===== src/rtl/bit_ser_pkg.sv =====
// bit_ser_pkg: shared state type, default sizes and parity helper for bit_serializer
package bit_ser_pkg;

    typedef enum logic [1:0] {IDLE, SHIFT, PARITY, GAP} bit_ser_state_t;

    localparam int BIT_SER_WIDTH      = 8;
    localparam int BIT_SER_GAP_CYCLES = 1;

    // Even parity over a zero-extended word; valid for words up to 64 bits.
    function automatic logic even_parity(input logic [63:0] d);
        return ^d;
    endfunction

endpackage


===== src/rtl/bit_ser_holdbuf.sv =====
// bit_ser_holdbuf: one-entry word buffer with load/drain and full flag
import bit_ser_pkg::*;

module bit_ser_holdbuf #(
    parameter int WIDTH = BIT_SER_WIDTH
) (
    input  logic             clk,
    input  logic             rst_n,
    input  logic             load,
    input  logic             drain,
    input  logic [WIDTH-1:0] din,
    output logic [WIDTH-1:0] dout,
    output logic             full
);

    // Capture on load; a simultaneous drain and load leaves the buffer full with the new word.
    always_ff @(posedge clk) begin
        if (!rst_n) begin
            full <= 1'b0;
            dout <= '0;
        end else begin
            if (load) dout <= din;
            full <= load || (full && !drain);
        end
    end

endmodule


===== src/rtl/bit_serializer.sv =====
// bit_serializer: MSB-first parallel-to-serial stage with zero-bit frame gaps; BIT_SER_PARITY_EN adds an even-parity bit
import bit_ser_pkg::*;

module bit_serializer #(
    parameter int WIDTH      = BIT_SER_WIDTH,
    parameter int GAP_CYCLES = BIT_SER_GAP_CYCLES
) (
    input  logic             clk,
    input  logic             rst_n,
    input  logic             in_valid,
    output logic             in_ready,
    input  logic [WIDTH-1:0] in_data,
    output logic             ser_out,
    output logic             ser_active,
    output logic             frame_done
);

    localparam int CW = $clog2(WIDTH);
    localparam int GW = GAP_CYCLES > 0 ? $clog2(GAP_CYCLES + 1) : 1;

    bit_ser_state_t   state, state_d;
    logic [WIDTH-1:0] shreg, shreg_d, buf_data;
    logic [CW-1:0]    bitcnt, bitcnt_d;
    logic [GW-1:0]    gap_cnt, gap_cnt_d;
    logic             buf_full, accept, load_pt, load;
    logic             ser_out_d, ser_active_d, frame_done_d;
`ifdef BIT_SER_PARITY_EN
    logic             par, par_d;
`endif

    assign in_ready = rst_n && !buf_full;
    assign accept   = in_valid && in_ready;

    bit_ser_holdbuf #(.WIDTH(WIDTH)) u_buf (
        .clk   (clk),
        .rst_n (rst_n),
        .load  (accept && !load_pt),
        .drain (load_pt && buf_full),
        .din   (in_data),
        .dout  (buf_data),
        .full  (buf_full)
    );

    // Next-state: load_pt marks cycles where a new frame may start next; the buffer wins over bypass.
    always_comb begin
        state_d   = state;
        shreg_d   = shreg;
        bitcnt_d  = bitcnt;
        gap_cnt_d = gap_cnt;
        load_pt   = 1'b0;
`ifdef BIT_SER_PARITY_EN
        par_d     = par;
`endif
        case (state)
            IDLE: load_pt = 1'b1;
            SHIFT: begin
                if (bitcnt != '0) begin
                    shreg_d  = shreg << 1;
                    bitcnt_d = bitcnt - 1'b1;
                end else begin
`ifdef BIT_SER_PARITY_EN
                    state_d = PARITY;
`else
                    if (GAP_CYCLES == 0) load_pt = 1'b1;
                    else begin
                        state_d   = GAP;
                        gap_cnt_d = GW'(GAP_CYCLES);
                    end
`endif
                end
            end
`ifdef BIT_SER_PARITY_EN
            PARITY: begin
                if (GAP_CYCLES == 0) load_pt = 1'b1;
                else begin
                    state_d   = GAP;
                    gap_cnt_d = GW'(GAP_CYCLES);
                end
            end
`endif
            GAP: begin
                gap_cnt_d = gap_cnt - 1'b1;
                load_pt   = gap_cnt == GW'(1);
            end
            default: state_d = IDLE;
        endcase
        load = load_pt && (buf_full || accept);
        if (load_pt) state_d = load ? SHIFT : IDLE;
        if (load) begin
            shreg_d  = buf_full ? buf_data : in_data;
            bitcnt_d = CW'(WIDTH - 1);
`ifdef BIT_SER_PARITY_EN
            par_d    = even_parity(64'(shreg_d));
`endif
        end
`ifdef BIT_SER_PARITY_EN
        ser_out_d    = state_d == SHIFT ? shreg_d[WIDTH-1] : (state_d == PARITY && par_d);
        frame_done_d = state_d == PARITY;
`else
        ser_out_d    = state_d == SHIFT && shreg_d[WIDTH-1];
        frame_done_d = state_d == SHIFT && bitcnt_d == '0;
`endif
        ser_active_d = state_d == SHIFT || state_d == PARITY;
    end

    // State, datapath and registered serial outputs.
    always_ff @(posedge clk) begin
        if (!rst_n) begin
            state      <= IDLE;
            shreg      <= '0;
            bitcnt     <= '0;
            gap_cnt    <= '0;
            ser_out    <= 1'b0;
            ser_active <= 1'b0;
            frame_done <= 1'b0;
`ifdef BIT_SER_PARITY_EN
            par        <= 1'b0;
`endif
        end else begin
            state      <= state_d;
            shreg      <= shreg_d;
            bitcnt     <= bitcnt_d;
            gap_cnt    <= gap_cnt_d;
            ser_out    <= ser_out_d;
            ser_active <= ser_active_d;
            frame_done <= frame_done_d;
`ifdef BIT_SER_PARITY_EN
            par        <= par_d;
`endif
        end
    end

endmodule

===== config.mk =====
export PLATFORM = sky130hd
export DESIGN_NAME = bit_serializer
export DESIGN_NICKNAME = d
export VERILOG_FILES = /design/src/rtl/bit_ser_pkg.sv /design/src/rtl/bit_ser_holdbuf.sv /design/src/rtl/bit_serializer.sv
export SDC_FILE = /design/constraint.sdc
export NUM_CORES = 1
export LEC_CHECK = 0
export ABC_CLOCK_PERIOD_IN_PS = 5400
export CAP_MARGIN = 40
export CORE_MARGIN = 1
export CORE_UTILIZATION = 25
export DETAILED_ROUTE_END_ITERATION = 6
export GPL_ROUTABILITY_DRIVEN = 0
export MAX_ROUTING_LAYER = met4
export PLACE_DENSITY = 0.5
export RECOVER_POWER = 25
export SLEW_MARGIN = 20
export SYNTH_ARGS = -nofsm -noshare
export SYNTH_HDL_FRONTEND = slang
export SYNTH_SLANG_ARGS = --single-unit

===== constraint.sdc =====
create_clock -name clk -period 5.4 [get_ports clk]
set_input_delay 1.35 -clock clk [delete_from_list [all_inputs] [get_ports clk]]
set_output_delay 1.35 -clock clk [all_outputs]
set_load 0.01 [all_outputs]

==> metrics.md, run 1 <==
| Metric | Value |
|---|---|
| Routed WL per cell | `12.1 um` |
| Number of diodes | `0` |
| Required time of the critical path | `4050 ps` |
| Area share of and/or/nand/nor cells after synthesis | `14.2%` |
| Setup Skew | `10.3 ps` |
| Total power draw | `0.000471 W` |
| Layout Nets | `171` |
| Setup Fix Bufs, Post-CTS | `0` |
| Max Buffers Root-to-Sink | `2` |
| Post-CTS sizing | `0` |
| Cell taking the most area after synthesis | `dfxtp_1` |
| Die H | `75.6 um` |
| Largest net degree at the start of global routing | `22` |
| Die Wd | `75.6 um` |
| CP Capture Type | `output pin` |
| Area grow syn2layout | `19.3%` |
| Mux contribution to synthesized area | `20.9%` |
| Fill cells | `530` |
| Seq cells post-synth | `26` |
| Net Count, Synth | `160` |
| GR Util All Layers | `10.7%` |
| Worst-path fanout max | `21` |
| Worst setup SP type | `input port` |
| Min-delay worst type | `flop to flop` |
| Initial antenna violation count | `0` |
| Distinct cell type count after synthesis | `28` |
| Ys Warns | `0` |
| Pwr Density | `292 nW/um^2` |
| Layout cell share with drive strength beyond 1 | `14.6%` |
| Placed cells | `217` |
| Core area | `5170 um^2` |
| DR DRC count | `0` |
| Commonest non-fill, non-tap cell in the layout | `dfxtp_1` |
| Clock-pin slew of the registers on the worst-case setup and hold paths | `100 ps` |
| Fmax | `226 MHz` |
| Vias in the first global route | `975` |
| Min Tclk post-route | `4420 ps` |
| Worst Max-Slew Pin Slew | `1460 ps` |
| Largest cells by area after synthesis | `dfxtp_1 (38%), mux2i_1 (13%), mux2_2 (8.3%), ha_1 (7.4%), nand2_1 (5.5%)` |
| Share of the synthesized area in the top cell type | `38.4%` |
| Register area share after synthesis | `38.4%` |
| XOR/XNOR Fraction of Synth Area | `0.647%` |
| RSZ-0062 raised after global routing | `false` |
| Final setup fails | `0` |
| Setup_tns | `0 ps` |
| Port bufs | `14` |
| Max Cap Viol | `1` |
| Vias | `1024` |
| Final Max Tran Viols | `0` |
| Cts hold-fix bufs | `0` |
| Starting Density | `26.2%` |
| Die area | `5710 um^2` |
| Post-synthesis adder-cell area fraction | `7.39%` |
| Main combinational cell family by area after synthesis | `multiplexers` |
| Commonest cells after routing, fill and taps aside | `dfxtp_1 (26), nand2_1 (20), mux2i_1 (17)` |
| Congestion Overflow GR | `0` |
| Initial DRC Count | `24` |
| Worst-Skew Late Latency | `280 ps` |
| CTS tree | `built` |
| First-pass GRT wire length | `4.45 mm` |
| Clock Sinks | `26` |
| Violated checks | `max-capacitance violations` |
| Max VDD drop | `0.103 mV` |
| Final wirelength | `2.68 mm` |
| Netlist Area Pre-Place | `1350 um^2` |
| Layout Cells excl Fill | `221` |
| Vias per cell | `4.63` |
| Final Cycle Share | `81.9%` |
| Kind of critical path | `input port to output pin` |
| Average cell area after synthesis | `9.60 um^2` |
| P_leak | `0.658 nW` |
| Status | `complete, but fails checks` |
| Clk Tree Root Cell | `clkbuf_8` |
| Post-route ant nets | `0` |
| I/O pins | `15` |
| Total CTS buffers | `3` |
| Post-Syn Instances | `141` |
| Post-DP HPWL | `1.94 mm` |
| Rows | `26` |
| Max_slew headroom | `1.42%` |
| Number of H-tree levels | `1` |
| Drt first pass iters | `4` |
| Compound-Gate Fraction of Synth Area | `12.8%` |
| CP arrival | `3070 ps` |
| Endpoints failing hold | `0` |
## metrics by stage
step	hold slack, ps	setup slack [ps]	cell area, um^2	util, %
2_1_floorplan	435	2090	1350	-
3_3_place_gp	440	993	1550	29.9
3_5_place_dp	457	967	1550	29.9
4_1_cts	472	962	1620	31.3
5_1_grt	490	856	1620	31.2
6_report	465	978	1620	31.2
## worst max-delay path, cell delays in order
cell             delay, ps
clkdlybuf4s50_1        450
buf_4                  240
inv_1                  310
nor2_1                 170
clkdlybuf4s50_1        550
## routing by layer
layer | vias to the layer above | routed length, um | global-route usage (%)
met5 | - | 0 | -
met3 | 5 | 78 | 1.72
met2 | 15 | 1220 | 17.2
li1 | 516 | - | -
met4 | 0 | 49 | 4.94
met1 | 488 | 1330 | 13.2
## state kept, by name (all words and copies together), names as in the netlist, 2 cells and up
register	flops
state	2
shreg	8
u_buf.dout	8
bitcnt	3
## final timing paths
| path | startpoint | slack [ps] | endpoint | cells past startpoint |
|---|---|---|---|---|
| min | u_buf.dout[6] | 460 | u_buf.dout[6] | 2 |
| max | rst_n | 980 | in_ready | 5 |
| max reg2reg | state[0] | 2870 | u_buf.dout[2] | 4 |
| min reg2reg | u_buf.dout[6] | 460 | u_buf.dout[6] | 2 |
## layout make-up
cell class	count	area (um^2)	area share, %
inverter	7	26.3	1.63
clock inverter	1	30.0	1.86
timing repair buffer	16	155	9.60
clock buffer	3	41.3	2.56
tap	70	87.6	5.42
sequential	26	520	32.2
multi-input combinational	98	754	46.7
## Yosys cell counts
library cell,count
nor2b_1,3
a211oi_1,5
o31ai_1,1
ha_1,8
a311oi_1,1
nand2b_1,1
or3_1,1
clkbuf_1,4
nor3_1,1
buf_6,1
nand3b_1,1
nand3_1,3
xnor2_1,1
o21ai_2,1
dfxtp_1,26
nor4_1,7
o21ai_0,1
buf_1,2
a211oi_2,5
mux2_2,10
nand2_1,20
a21oi_1,5
a21oi_2,1
mux2i_1,17
nor2_1,4
inv_1,7
a2bb2o_1,1
buf_2,3
## logic make-up after synthesis
logic type	Yosys count
compound gates	21
xor+xnor	1
fa+ha+maj	8
buf+inv	17
flops	26
mux	27
simple gates	41
## power by group
group	internal, W	switching (W)
clock	0.0000993	0.0000640
combinational	0.0000443	0.0000465
sequential	0.000208	0.00000912
(Power assumes the default switching activity.)
==> run 2, diff against run 1 <==
--- a/config.mk
+++ b/config.mk
@@ -5,14 +5,14 @@
 export SDC_FILE = /design/constraint.sdc
 export NUM_CORES = 1
 export LEC_CHECK = 0
-export ABC_CLOCK_PERIOD_IN_PS = 5400
+export ABC_CLOCK_PERIOD_IN_PS = 4030
 export CAP_MARGIN = 40
 export CORE_MARGIN = 1
 export CORE_UTILIZATION = 25
 export DETAILED_ROUTE_END_ITERATION = 6
 export GPL_ROUTABILITY_DRIVEN = 0
 export MAX_ROUTING_LAYER = met4
-export PLACE_DENSITY = 0.5
+export PLACE_DENSITY = 0.51
 export RECOVER_POWER = 25
 export SLEW_MARGIN = 20
 export SYNTH_ARGS = -nofsm -noshare
==> constraint.sdc (replaced) <==
create_clock -name clk -period 4.03 [get_ports clk]
set_input_delay 1.0075 -clock clk [delete_from_list [all_inputs] [get_ports clk]]
set_output_delay 1.0075 -clock clk [all_outputs]
set_load 0.01 [all_outputs]
==> run 2 against run 1 <==
Against the previous run:
- the run now ends clean
- non-clock buffer count rose by 1
- first-iteration DRC count rose by 71%
- register-to-register slack worse by 1300 ps
- clock power fell by 9.8%
- total power rose by 19%
- design area decreased by 1.6%
- highest routed layer unchanged
==> metrics.md, run 2 (synthesis results as in run 1) <==
| Metric | Value |
|---|---|
| Largest net degree at the start of global routing | `21 (-4.5%)` |
| Vias in the first global route | `970 (-0.51%)` |
| Final Cycle Share | `80.1%` |
| Min-delay worst type | `flop to flop` |
| Cts hold-fix bufs | `0 (unchanged)` |
| Initial DRC Count | `41 (+71%)` |
| Setup Skew | `7.28 ps (-3.02 ps)` |
| Layout cell share with drive strength beyond 1 | `13.9% (-0.66 points)` |
| Area grow syn2layout | `17.4%` |
| Max Cap Viol | `0 (-1)` |
| Commonest cells after routing, fill and taps aside | `dfxtp_1 (26), nand2_1 (20), mux2i_1 (17)` |
| Post-CTS sizing | `0 (unchanged)` |
| Drt first pass iters | `4 (unchanged)` |
| GR Util All Layers | `11.3% (+0.54 points)` |
| Vias per cell | `4.51 (-2.6%)` |
| DR DRC count | `0 (unchanged)` |
| Hold Crit Start | `u_buf.dout[2]` |
| Number of diodes | `0 (unchanged)` |
| Commonest non-fill, non-tap cell in the layout | `dfxtp_1` |
| Final Max Tran Viols | `0 (unchanged)` |
| Port bufs | `14 (unchanged)` |
| CP arrival | `2220 ps (-850 ps)` |
| Die area | `5710 um^2 (unchanged)` |
| CTS tree | `built` |
| Max Buffers Root-to-Sink | `2 (unchanged)` |
| Met2 Usage GRT | `16.8% (-0.40 points)` |
| First-pass GRT wire length | `4.66 mm (+4.7%)` |
| Worst-path fanout max | `2 (-90%)` |
| Hold Path End | `u_buf.dout[2]` |
| Starting Density | `26.2% (unchanged)` |
| Clk Tree Root Cell | `clkbuf_8` |
| Endpoints failing hold | `0 (unchanged)` |
| Max VDD drop | `0.196 mV (+90%)` |
| Number of H-tree levels | `1 (unchanged)` |
| Final wirelength | `2.70 mm (+0.52%)` |
| Clock-pin slew of the registers on the worst-case setup and hold paths | `90 ps (about the same)` |
| Worst r2r path cells | `4 (unchanged)` |
| Worst Max-Slew Pin Slew | `1420 ps (-45.7 ps)` |
| Min Tclk post-route | `3230 ps` |
| Final setup fails | `0 (unchanged)` |
| CP Capture Type | `output pin` |
| R2r startpoint | `state[0]` |
| RSZ-0062 raised after global routing | `false` |
| Busiest metal layer after global routing | `met2` |
| I/O pins | `15 (unchanged)` |
| GR Util met1 | `14.8% (+1.6 points)` |
| Post-route ant nets | `0 (unchanged)` |
| Post-DP HPWL | `1.99 mm (+3.0%)` |
| Setup_tns | `0 ps (unchanged)` |
| Die H | `75.6 um (unchanged)` |
| Total CTS buffers | `3 (unchanged)` |
| Rows | `26 (unchanged)` |
| Kind of critical path | `input port to output pin` |
| Regs by FF count | `shreg: 8 flops, u_buf.dout: 8 flops, bitcnt: 3 flops` |
| Worst-Skew Late Latency | `270 ps (about the same)` |
| Required time of the critical path | `3020 ps (-1030 ps)` |
| Fmax | `310 MHz` |
| Fin util | `30.7% (-0.51 points)` |
| R2r setup slk | `1560 ps (-1310 ps)` |
| Hold Crit Depth | `2 (unchanged)` |
| Grt met3 use | `3.31% (+1.6 points)` |
| Core area | `5170 um^2 (unchanged)` |
| Max_slew headroom | `4.50% (+3.1 points)` |
| Worst setup SP type | `input port` |
| P_leak | `0.645 nW (-2.0%)` |
| Pwr Density | `352 nW/um^2 (+21%)` |
| Routed WL per cell | `12.2 um (+0.52%)` |
| Initial antenna violation count | `0 (unchanged)` |
| Die Wd | `75.6 um (unchanged)` |
| Setup Fix Bufs, Post-CTS | `0 (unchanged)` |
| Congestion Overflow GR | `0 (unchanged)` |
| Status | `finished clean` |
| Clock Sinks | `26 (unchanged)` |
| Vias | `997 (-2.6%)` |
| Layout Nets | `172 (+0.58%)` |
| Worst r2r dst | `u_buf.dout[5]` |
run 2: cell type report:
cell class / instances / area, um^2
fill: 528 / 3580
multi-input combinational: 98 / 754
sequential: 26 / 520
timing repair buffer: 17 / 159
tap: 70 / 87.6
clock buffer: 3 / 41.3
inverter: 7 / 26.3
run 2: how the worst max path moves through the flow:
stage | start | endpoint | slack (ps) | cells past startpoint
finish | rst_n | in_ready | 800 | 4
global route | rst_n | in_ready | 740 | 4
CTS | rst_n | in_ready | 860 | 4
detailed placement | rst_n | frame_done | 810 | 8
global placement | rst_n | in_ready | 860 | 4
floorplan | rst_n | in_ready | 1410 | 3
run 2: metal layers:
layer / wire [um] / part of all wire, %
met5: 0 / 0
met4: 25 / 0.93
met3: 94 / 3.5
met2: 1260 / 47
met1: 1320 / 49
run 2: critical path, cell delays in order:
cell	delay, ps
dlygate4sd3_1	540
inv_1	50
nor2_1	80
clkdlybuf4s50_1	540
run 2: metrics by stage:
stage	setup slack, ps	std cells	power, W	hold WS (ps)	cell area [um^2]
after global routing	739	221	0.000593	485	1590
after global placement	865	218	0.000418	443	1560
final	801	221	0.000560	464	1590
after detailed placement	809	218	0.000421	449	1560
after floorplan	1410	141	0.000386	435	1350
after CTS	859	221	0.000567	463	1600
run 2: power breakdown:
part	leakage (nW)	internal [W]	total, W	switching, W
combinational	0.410	0.0000593	0.000121	0.0000621
sequential	0.213	0.000279	0.000291	0.0000128
clock	0.0216	0.0000670	0.000147	0.0000797
==> variant (settings of run 2) <==
Change the package constant `BIT_SER_WIDTH` from 8 to 16.
--- a/src/rtl/bit_ser_pkg.sv
+++ b/src/rtl/bit_ser_pkg.sv
@@ -4,5 +4,5 @@
     typedef enum logic [1:0] {IDLE, SHIFT, PARITY, GAP} bit_ser_state_t;
 
-    localparam int BIT_SER_WIDTH      = 8;
+    localparam int BIT_SER_WIDTH      = 16;
     localparam int BIT_SER_GAP_CYCLES = 1;
 
Ports: changed (resized in_data); port bits go from 15 to 23. No check against the original RTL was run, so the function may have changed too.
==> variant against run 2 <==
Setup slack lost 1.8 ps; die area grew 47%; routed wire length up 49%; synthesized area increased by 48%; cell area up 50%; sequential cell count increased by 17; critical path depth fell by 1; first-iteration DRC count rose to 3.1 times the old value; global-route usage decreased by 0.76 points; power is 60% higher; maximum frequency about the same; sequential share of layout area is 3.4 points higher.
==> variant: results (changes against run 2) <==
Min path
  – Hold path start: u_buf.dout[4]$_SDFFE_PN0P_

GRT
  – Pin count of the biggest net entering global routing: 45 (+110%)
  – Grt met1 use: 12.7% (-2.1 points)
  – Vias in the first global route: 1541 (+59%)
  – Met2 usage: 16.2% (-0.54 points)
  – First-pass GRT wire length: 6.85 mm (+47%)
  – GR Util met3: 2.74% (-0.57 points)

Detailed routing
  – Met2 Wirelength: 1.78 mm (+41%)
  – Wl on met1: 2.02 mm (+54%)
  – DRT iter0 DRCs: 127 (+210%)
  – Wirelength, routed: 4.02 mm (+49%)
  – Vias/cell: 4.51 (about the same)

Synthesis
  – Post-synthesis cell type count: 34 (+21%)
  – Asr flop ratio synth: 0% (unchanged)
  – Top cells by count, synth: nand2_1, dfxtp_1, o21ai_0, a31oi_1, mux2_2
  – Gate Count Post-Synth: 245 (+74%)
  – Post-synth net total: 270 (+69%)

Finish
  – Layout cells sized above 1: 10.7% (-3.2 points)
  – Largest regs: shreg: 16 flops, u_buf.dout: 16 flops, bitcnt: 4 flops
  – Fin nets: 285 (+66%)
  – Cell Count, Final, Fillers Out: 363 (+64%)

Power and ir drop
  – Max VDD drop: 0.127 mV (-35%)
  – Static leakage: 0.822 nW (+28%)
  – Switching Share: 27.1% (-0.56 points)

Clock network
  – Inserted Clock Buffers: 5 (+2)
  – Clock Latency Late Sink: 300 ps (+30 ps)
  – CTS H-tree lvls: 2 (+1)

Status
  – Status: completed

Placed design
  – Post-DP HPWL: 2.68 mm (+34%)
  – IO buf count: 22 (+8)

Setup path
  – Worst reg2reg path startpoint: state[1]$_SDFF_PN0_

STA
  – Slew headroom: 25.7% (+21 points)
[variant: layout make-up]
class	count	area [um^2]
Clock buffer	7	76.3
Clock inverter	1	5.00
Fill cell	847	5390
Inverter	7	26.3
Multi-Input combinational cell	177	1040
Sequential cell	43	861
Tap cell	102	128
Timing Repair Buffer	26	246
[variant: power groups by stage]
stage	sequential, mW	combinational [mW]	clock (mW)
finish	0.479	0.150	0.266
global route	0.484	0.169	0.298
CTS	0.479	0.154	0.278
detailed placement	0.489	0.152	0
global placement	0.489	0.152	0
floorplan	0.486	0.107	0
[variant: cells by family (layout without fill, tap and decap cells)]
| family | Yosys count | in the layout | synth area share, % |
|---|---|---|---|
| and+or+nand+nor | 91 | 91 | 20.2 |
| AOI/OAI and AO/OA | 63 | 63 | 18.6 |
| DFF | 43 | 43 | 42.9 |
| buffers and inverters | 25 | 41 | 5.36 |
| muxes | 16 | 16 | 8.85 |
| adders and majority gates | 6 | 6 | 3.74 |
| xor gates and xnor gates | 1 | 1 | 0.436 |
[variant: per-stage QoR]
step / power (mW) / cell area, um^2 / setup slack, ps
floorplan: 0.593 / 2010 / 1410
global placement: 0.641 / 2300 / 804
detailed placement: 0.641 / 2300 / 765
CTS: 0.911 / 2390 / 855
global route: 0.951 / 2380 / 699
finish: 0.895 / 2380 / 800
[variant: worst paths after layout]
kind	to	slack, ps	depth (start not counted)
hold reg to reg	u_buf.dout[4]$_SDFFE_PN0P_	450	2
hold / removal	u_buf.dout[4]$_SDFFE_PN0P_	450	2
setup / recovery	in_ready	800	3
setup reg to reg	u_buf.dout[9]$_SDFFE_PN0P_	1650	6
[variant: worst register-to-register path: stages (launching register included)]
cell and delay, ps:
dfxtp_1 380, inv_1 100, ha_1 190, a21oi_1 280, o2111a_1 210, clkbuf_1 820, o21ai_0 240
